==> src/rtl/pwm_multi_gen.sv <==
// Multi-channel PWM generator: shared prescaled timebase, per-channel left/right/window modes,
// with double-buffered configuration that switches only at a period boundary.
module pwm_multi_gen #(
  parameter int NCH = 4,
  parameter int W   = 16,
  parameter int PSW = 8
) (
  input  logic               clk,
  input  logic               rst_n,
  input  logic               en,
  input  logic [PSW-1:0]     prescale,
  input  logic [W-1:0]       period,
  input  logic [2*NCH-1:0]   mode,
  input  logic [W*NCH-1:0]   cmp1,
  input  logic [W*NCH-1:0]   cmp2,
  input  logic [NCH-1:0]     pol,
  input  logic               upd_req,
  output logic               upd_pend,
  output logic [W-1:0]       cnt,
  output logic               period_end,
  output logic [NCH-1:0]     pwm_out
);

  logic [PSW-1:0]   pre_cnt;
  logic [W-1:0]     period_a;
  logic [2*NCH-1:0] mode_a;
  logic [W*NCH-1:0] cmp1_a;
  logic [W*NCH-1:0] cmp2_a;
  logic [NCH-1:0]   pol_a;

  logic             tick;
  logic             wrap;
  logic             load_a;
  logic [NCH-1:0]   raw_p0;

  // Right mode compares at W+1 bits so cnt+cmp1 cannot wrap around.
  function automatic logic raw_level(input logic [1:0]   md,
                                     input logic [W-1:0] c,
                                     input logic [W-1:0] c1,
                                     input logic [W-1:0] c2,
                                     input logic [W-1:0] per);
    logic [W:0] sum;
    sum = {1'b0, c} + {1'b0, c1};
    case (md)
      2'b00:   return (c < c1);
      2'b01:   return (sum > {1'b0, per});
      2'b10:   return (c >= c1) && (c < c2);
      default: return 1'b0;
    endcase
  endfunction

  assign tick   = (pre_cnt == prescale);
  assign wrap   = tick && (cnt == period_a);
  assign load_a = !en || (wrap && (upd_pend || upd_req));

  // Stage p0: raw channel levels from the current count and active settings
  always_comb begin
    raw_p0 = '0;
    for (int i = 0; i < NCH; i++) begin
      raw_p0[i] = raw_level(mode_a[2*i +: 2], cnt, cmp1_a[W*i +: W],
                            cmp2_a[W*i +: W], period_a);
    end
  end

  always_ff @(posedge clk or negedge rst_n) begin
    if (!rst_n) begin
      pre_cnt  <= '0;
      cnt      <= '0;
      upd_pend <= 1'b0;
    end else if (!en) begin
      pre_cnt  <= '0;
      cnt      <= '0;
      upd_pend <= 1'b0;
    end else begin
      pre_cnt <= tick ? '0 : pre_cnt + PSW'(1);
      if (wrap)
        cnt <= '0;
      else if (tick)
        cnt <= cnt + W'(1);
      // A request landing on the wrap cycle is consumed by that same wrap.
      if (wrap && (upd_pend || upd_req))
        upd_pend <= 1'b0;
      else if (upd_req)
        upd_pend <= 1'b1;
    end
  end

  always_ff @(posedge clk or negedge rst_n) begin
    if (!rst_n) begin
      period_a <= '0;
      mode_a   <= '0;
      cmp1_a   <= '0;
      cmp2_a   <= '0;
      pol_a    <= '0;
    end else if (load_a) begin
      period_a <= period;
      mode_a   <= mode;
      cmp1_a   <= cmp1;
      cmp2_a   <= cmp2;
      pol_a    <= pol;
    end
  end

  // Stage p1: registered pins; disabled channels park at their inactive level
  always_ff @(posedge clk or negedge rst_n) begin
    if (!rst_n) begin
      pwm_out    <= '0;
      period_end <= 1'b0;
    end else if (!en) begin
      pwm_out    <= pol;
      period_end <= 1'b0;
    end else begin
      pwm_out    <= raw_p0 ^ pol_a;
      period_end <= wrap;
    end
  end

endmodule

==> config.mk <==
export PLATFORM = sky130hd
export DESIGN_NAME = pwm_multi_gen
export DESIGN_NICKNAME = d
export VERILOG_FILES = /design/src/rtl/pwm_multi_gen.sv
export SDC_FILE = /design/constraint.sdc
export NUM_CORES = 1
export LEC_CHECK = 0
export CAP_MARGIN = 20
export CORE_UTILIZATION = 40
export CTS_CLUSTER_SIZE = 10
export DETAILED_ROUTE_END_ITERATION = 8
export GPL_TIMING_DRIVEN = 0
export PLACE_DENSITY = 0.6
export SKIP_LAST_GASP = 1
export SYNTH_ARGS = -nofsm -noshare
export SYNTH_HDL_FRONTEND = slang
export SYNTH_SLANG_ARGS = --single-unit
==> constraint.sdc <==
create_clock -name clk -period 5.8 [get_ports clk]
set_clock_uncertainty 0.05 [all_clocks]
set_input_delay 0.58 -clock clk [delete_from_list [all_inputs] [get_ports clk]]
set_output_delay 0.58 -clock clk [all_outputs]
set_load 0.05 [all_outputs]
==> out/metrics.cfg, run 1 <==
[drt]
vias_per_cell=5.36
route.met2.wl_um=21400
ant_nets=0
drcViolationCount=7
routed-wl-met3_um=1880
first_pass_iters=8
dr_total_vias=12700
wl_met1_um=21300
avgRoutedWirePerCell_um=19.4
drtIter0Drc=732
wirelength_um=45900
highest_layer=met4

[sta]
rsz0062_at_grt=no
relSlewSlack_pct=21.8
max_freq_mhz=195
worst_pin_slew_ps=1170
setup_violations=0
hold_viol=0
post-route-period-util_pct=88.3
min_period_ps=5120
slew_viol_final=0
timing.hold.ws_ps=27.7

[cts]
clock-root-buffer=clkbuf_16
postCtsSetupBuffers=0
clk_pin_slew_worst_paths_ps=70
cts_hold_buf=0
cts.htree.levels=4
cts_tree=built
clock-sinks=186
cts_resized=0
clock_latency_ps=460
cts_buffers=17
clk_path_buf_depth=2

[die]
die_y_um=193
core_area_um2=35800
fp.dieArea_um2=37400
initial_core_util_pct=40.9
ios=190
rows=69
dieWidth_um=193

[finish]
area_growth_pct=22.4
layout_commonest_cell=ha_1
final_cell_mix=254 x ha_1, 189 x nand2_1, 188 x inv_1, 188 x clkdlybuf4s50_1, 184 x dfrtp_1
nNetsFinal=2314
fin_cells=2363
drive_gt1_share_pct=4.58
fillers=3402

[worst_setup_path]
slowest_stage=dfrtp_2
rrSetupSlack_ps=680
critPathLaunchType=flip-flop
crit_path_cell_trace=inv_1 > fa_1 > o21ba_2 > o2111ai_1 > a31oi_1 > o21bai_1 > a21oi_1 > o21ai_0 > a21oi_1 > xor2_1 > ha_1 > nand4_1 > nor2_1 > and3_1 > a21oi_1 > o41ai_1 > o31ai_1 > xor2_1 > mux2_2
cp.required_ps=6090
crit_type=reg2reg
worstPathArrival_ps=5410
crit_fanout=17
crit_top_cell=a21oi_1
crit_path_max_incr_delay_ps=760
crit_path_end_kind=flip-flop

[placement]
gp_congestion=0.883
port_buffers=189
dp.cells=2329
place_hpwl_um=34800

[yosys]
synthFlopType=dfrtp_1
syn-num-nets=2099
seq_area_frac_synth_pct=31.8
yosysUniqueCellTypes=72
synthTopCellsByArea=dfrtp_1 32%, ha_1 22%, nand2_1 4.8%, inv_1 4.8%, o21ai_1 3.5%
yosys_warnings=0
netlist_instances=1673
ys_ff_latch=186
yosys.area.top_type=dfrtp_1
async_flop_share_pct=100
synth_edf_count=0
avgSynthCellArea_um2=8.75
netlist_area_um2=14600
synth_top_area_share_pct=31.8

[global_routing]
grt_usage_pct=25.1
grt_max_degree=108
antenna_found_initial=1
grt_pass1_vias=12500
grt-ovfl-total=0
grt_pass1_wl_um=72000

[pwr]
ir_drop_mv=0.203
power_density_nw_per_um2=198
leakagePower_uw=0.00854

[flow_run]
drv_cap=0

[min_path]
min_path_type=in2async

[run_status]
failed_checks=DRC
status=complete, but fails checks

[logic make-up after synthesis]
| family | count (synthesis) | share of synthesized area (%) |
|---|---|---|
| AOI/OAI and AO/OA | 415 | 17.5 |
| adders and majority gates | 258 | 22.2 |
| buffers and inverters | 229 | 5.99 |
| DFF | 186 | 31.8 |
| and+or+nand+nor | 462 | 14.7 |
| xor gates and xnor gates | 98 | 5.86 |
| muxes | 25 | 1.91 |
[metal layers]
layer | up-vias | global-route usage [%]
met5 | - | 0
met4 | 0 | 8.74
met3 | 60 | 2.86
met2 | 316 | 41.4
met1 | 6025 | 34.1
li1 | 6266 | -
[power breakdown]
group	total, µW	switching, µW	internal, µW
registers	1460	61.9	1400
logic	843	477	366
clock network	1250	593	656
total	3560	1130	2420
[per-stage QoR]
| stage | setup TNS [ps] | area (µm²) | worst slack, ps | total power (µW) | util (%) |
|---|---|---|---|---|---|
| detailed placement | 0 | 17300 | 257 | 2330 | 48.2 |
| global placement | -744420 | 17100 | -4030 | 2300 | 47.8 |
| global route | 0 | 17900 | 194 | 3750 | 50.0 |
| CTS | 0 | 17900 | 225 | 3580 | 49.9 |
| finish | 0 | 17900 | 677 | 3560 | 50.0 |
| floorplan | 0 | 14600 | 1190 | 1980 | - |
[state kept, by name, indices dropped and copies added, names as in the netlist]
name	cells
period_a	16
cmp1_a	64
pol_a	4
pwm_out	4
cmp2_a	64
period_end	1
mode_a	8
cnt	16
upd_pend	1
pre_cnt	8
[synthesized netlist by cell type (15+ instances only)]
cell type,number
a21o_1,19
nor2b_1,16
dfrtp_1,186
inv_1,188
a211oi_1,15
o21ai_0,83
ha_1,254
o21ai_1,102
a21oi_1,78
o21bai_1,20
xnor2_1,51
nand3_1,24
nand4_1,38
xor2_1,47
nor3_1,25
nand2_1,189
clkbuf_1,25
nor2_1,99
[critical path, delay by kind of cell (launching register included)]
kind,cells,cell delay (ps)
mux,1,280
fa+ha+maj,2,840
flops,1,760
compound gates,10,1940
buf+inv,1,400
simple gates,3,410
xor+xnor,2,340
[final timing paths]
path                                               end                   from  cells past startpoint
worst max-delay path              pwm_out[0]$_DFF_PN0_     cnt[1]$_DFFE_PN0P_                     19
worst min-delay path            cmp1_a[10]$_DFFE_PN0N_                  rst_n                      1
worst max register to register    pwm_out[0]$_DFF_PN0_     cnt[1]$_DFFE_PN0P_                     19
worst min register to register   cmp2_a[0]$_DFFE_PN0N_  cmp2_a[0]$_DFFE_PN0N_                      1
max in group asynchronous           cnt[2]$_DFFE_PN0P_                  rst_n                      2
min in group clk                 cmp2_a[0]$_DFFE_PN0N_  cmp2_a[0]$_DFFE_PN0N_                      1
[area by class of cell]
| type | count | area, µm² | area share, % |
|---|---|---|---|
| multi-input cells | 1258 | 9110 | 50.8 |
| flip-flops and latches | 186 | 4660 | 26.0 |
| repair buffers | 196 | 2090 | 11.7 |
| inverters | 188 | 706 | 3.94 |
| well taps | 461 | 577 | 3.22 |
| clock buffers | 18 | 429 | 2.39 |
| clock inverters | 14 | 180 | 1.01 |
| plain buffers | 41 | 171 | 0.956 |
| diodes | 1 | 2.50 | 0.0140 |
Power figures use the tool's default switching activity.
==> run 2, diff against run 1 <==
- SLEW_MARGIN: not set -> 20
==> out/metrics.cfg, run 2 (synthesized netlist as in run 1, its figures left out) <==
[global_routing]
grt_pass1_wl_um=71400  ; -0.92%
grt_busiest_layer=met2
grt_usage_pct=25.0  ; -0.12 points
gr-usage-met2_pct=40.8  ; -0.55 points
grt_pass1_vias=12400  ; -0.92%
met1_usage_pct=34.0  ; -0.13 points
antenna_found_initial=2  ; +1
grt-ovfl-total=0  ; unchanged
grt_max_degree=82  ; -24%
use_met3_pct=2.89  ; +0.035 points

[die]
dieWidth_um=193  ; unchanged
rows=69  ; unchanged
core_area_um2=35800  ; unchanged
fp.dieArea_um2=37400  ; unchanged
die_y_um=193  ; unchanged
ios=190  ; unchanged
initial_core_util_pct=40.9  ; unchanged

[sta]
max_freq_mhz=190  ; -2.6%
relSlewSlack_pct=24.7  ; +2.9 points
rsz0062_at_grt=no
fin_setup_tns_ps=0  ; unchanged
worst_pin_slew_ps=1130  ; -43.4 ps
setup_violations=0  ; unchanged
slew_viol_final=0  ; unchanged
min_period_ps=5260  ; +135 ps
post-route-period-util_pct=90.7  ; +2.3 points
hold_viol=0  ; unchanged
timing.hold.ws_ps=435  ; +408 ps

[placement]
place_hpwl_um=34200  ; -1.6%
place_area_um2=17200  ; -0.52%
port_buffers=189  ; unchanged
gp_congestion=0.883  ; unchanged
dp.cells=2326  ; -0.13%

[worst_setup_path]
crit_path_max_incr_delay_ps=1090  ; +330 ps
crit_path_end_kind=flip-flop
crit_type=reg2reg
ff2ff_path_depth=16  ; -3
critPathLaunchType=flip-flop
crit-reg2reg-capture=pwm_out[0]$_DFF_PN0_
regToRegStartpoint=cnt[2]$_DFFE_PN0P_
slowest_stage=dfrtp_1
worstPathArrival_ps=5540  ; +130 ps
rrSetupSlack_ps=540  ; -140 ps
cp.required_ps=6090  ; about the same
crit_path_cell_trace=ha_1 > a21oi_1 > o21bai_1 > a211o_1 > a221oi_1 > nor4_1 > a211oi_1 > xnor2_1 > ha_1 > nor2b_1 > o311ai_0 > a21oi_1 > o41ai_1 > o31ai_1 > xor2_1 > mux2_2
crit_fanout=18  ; +1

[min_path]
min_path_type=reg2reg
min_path_cells=1
min_from=cmp2_a[32]$_DFFE_PN0N_
hold_end=cmp2_a[32]$_DFFE_PN0N_

[drt]
wirelength_um=45700  ; -0.43%
first_pass_iters=7  ; -1
dr_total_vias=12700  ; +0.31%
drtIter0Drc=785  ; +7.2%
drcViolationCount=7  ; unchanged
vias_per_cell=5.38  ; +0.39%
ant_nets=0  ; unchanged
avgRoutedWirePerCell_um=19.3  ; -0.35%

[pwr]
leakagePower_uw=0.00847  ; -0.80%
power_uw=3530  ; -0.84%
power_density_nw_per_um2=198  ; -0.24%
ir_drop_mv=0.199  ; -1.8%

[finish]
layout_commonest_cell=ha_1
fin_cells=2361  ; -0.085%
area_growth_pct=21.7
final_cell_mix=254 x ha_1, 189 x nand2_1, 188 x inv_1, 188 x clkdlybuf4s50_1, 177 x dfrtp_1
drive_gt1_share_pct=4.79  ; +0.22 points
reg_top3=cmp1_a (64), cmp2_a (64)
stdcell_area_um2=17800  ; -0.61%
nNetsFinal=2311  ; -0.13%

[cts]
cts_tree=built
cts.htree.levels=4  ; unchanged
clk_pin_slew_worst_paths_ps=80  ; about the same
clock-root-buffer=clkbuf_16
cts_buffers=17  ; unchanged
clock-sinks=186  ; unchanged
clk_path_buf_depth=2  ; unchanged
clock_latency_ps=460  ; about the same

[run_status]
status=complete, but fails checks
failed_checks=DRC

[flow_run]
drv_cap=0  ; unchanged

run 2: how the worst max path moves through the flow:
| stage | depth (start not counted) | slack [ps] | from | to |
|---|---|---|---|---|
| final | 16 | 540 | cnt[2]$_DFFE_PN0P_ | pwm_out[0]$_DFF_PN0_ |
| after global routing | 17 | 40 | cnt[2]$_DFFE_PN0P_ | pwm_out[0]$_DFF_PN0_ |
| after CTS | 19 | 170 | cnt[1]$_DFFE_PN0P_ | pwm_out[0]$_DFF_PN0_ |
| after detailed placement | 19 | 230 | cnt[1]$_DFFE_PN0P_ | pwm_out[0]$_DFF_PN0_ |
| after global placement | 1 | -4030 | rst_n | pre_cnt[4]$_DFF_PN0_ |
| after floorplan | 19 | 1190 | cnt[1]$_DFFE_PN0P_ | pwm_out[0]$_DFF_PN0_ |
run 2: final cells by class:
cell class	instances	area [µm²]
multi-input cells	1258	9110
clock buffers	17	425
fillers	3439	18000
repair buffers	193	1980
flip-flops and latches	186	4670
plain buffers	41	171
inverters	188	706
well taps	461	577
clock inverters	15	176
diodes	2	5.00
run 2: report_power, final:
group / internal, µW / switching, µW
clock network: 617 / 602
logic: 369 / 476
registers: 1400 / 61.2
total: 2390 / 1140
run 2: what timing repair did:
action,in CTS,in global routing
gates resized for setup,0,1
endpoints found under the setup margin,0,1
buffers inserted,0,0
hold buffers,1,0
endpoints found under the hold margin,26,0
run 2: per-stage QoR:
step | utilization (%) | setup slack, ps
after floorplan | - | 1190
final | 49.7 | 542
after global routing | 49.7 | 36.1
after CTS | 49.7 | 175
after global placement | 47.8 | -4030
after detailed placement | 48.0 | 225
run 2: critical path, delay by kind of cell, from the launching register on:
kind                     cells  cell delay, ps
AND/OR/NAND/NOR              2             230
AO/OA/AOI/OAI                9            2390
adder cells (fa/ha/maj)      2             730
XOR/XNOR                     2             360
flip-flops                   1            1090
multiplexers                 1             280
run 2: routing by layer:
| layer | part of all wire, % | vias to the layer above | wire length [µm] |
|---|---|---|---|
| met5 | 0 | - | 0 |
| met4 | 2.9 | 0 | 1330 |
| met3 | 4.6 | 67 | 2090 |
| met2 | 46 | 346 | 21100 |
| met1 | 46 | 6019 | 21100 |
| li1 | - | 6274 | - |
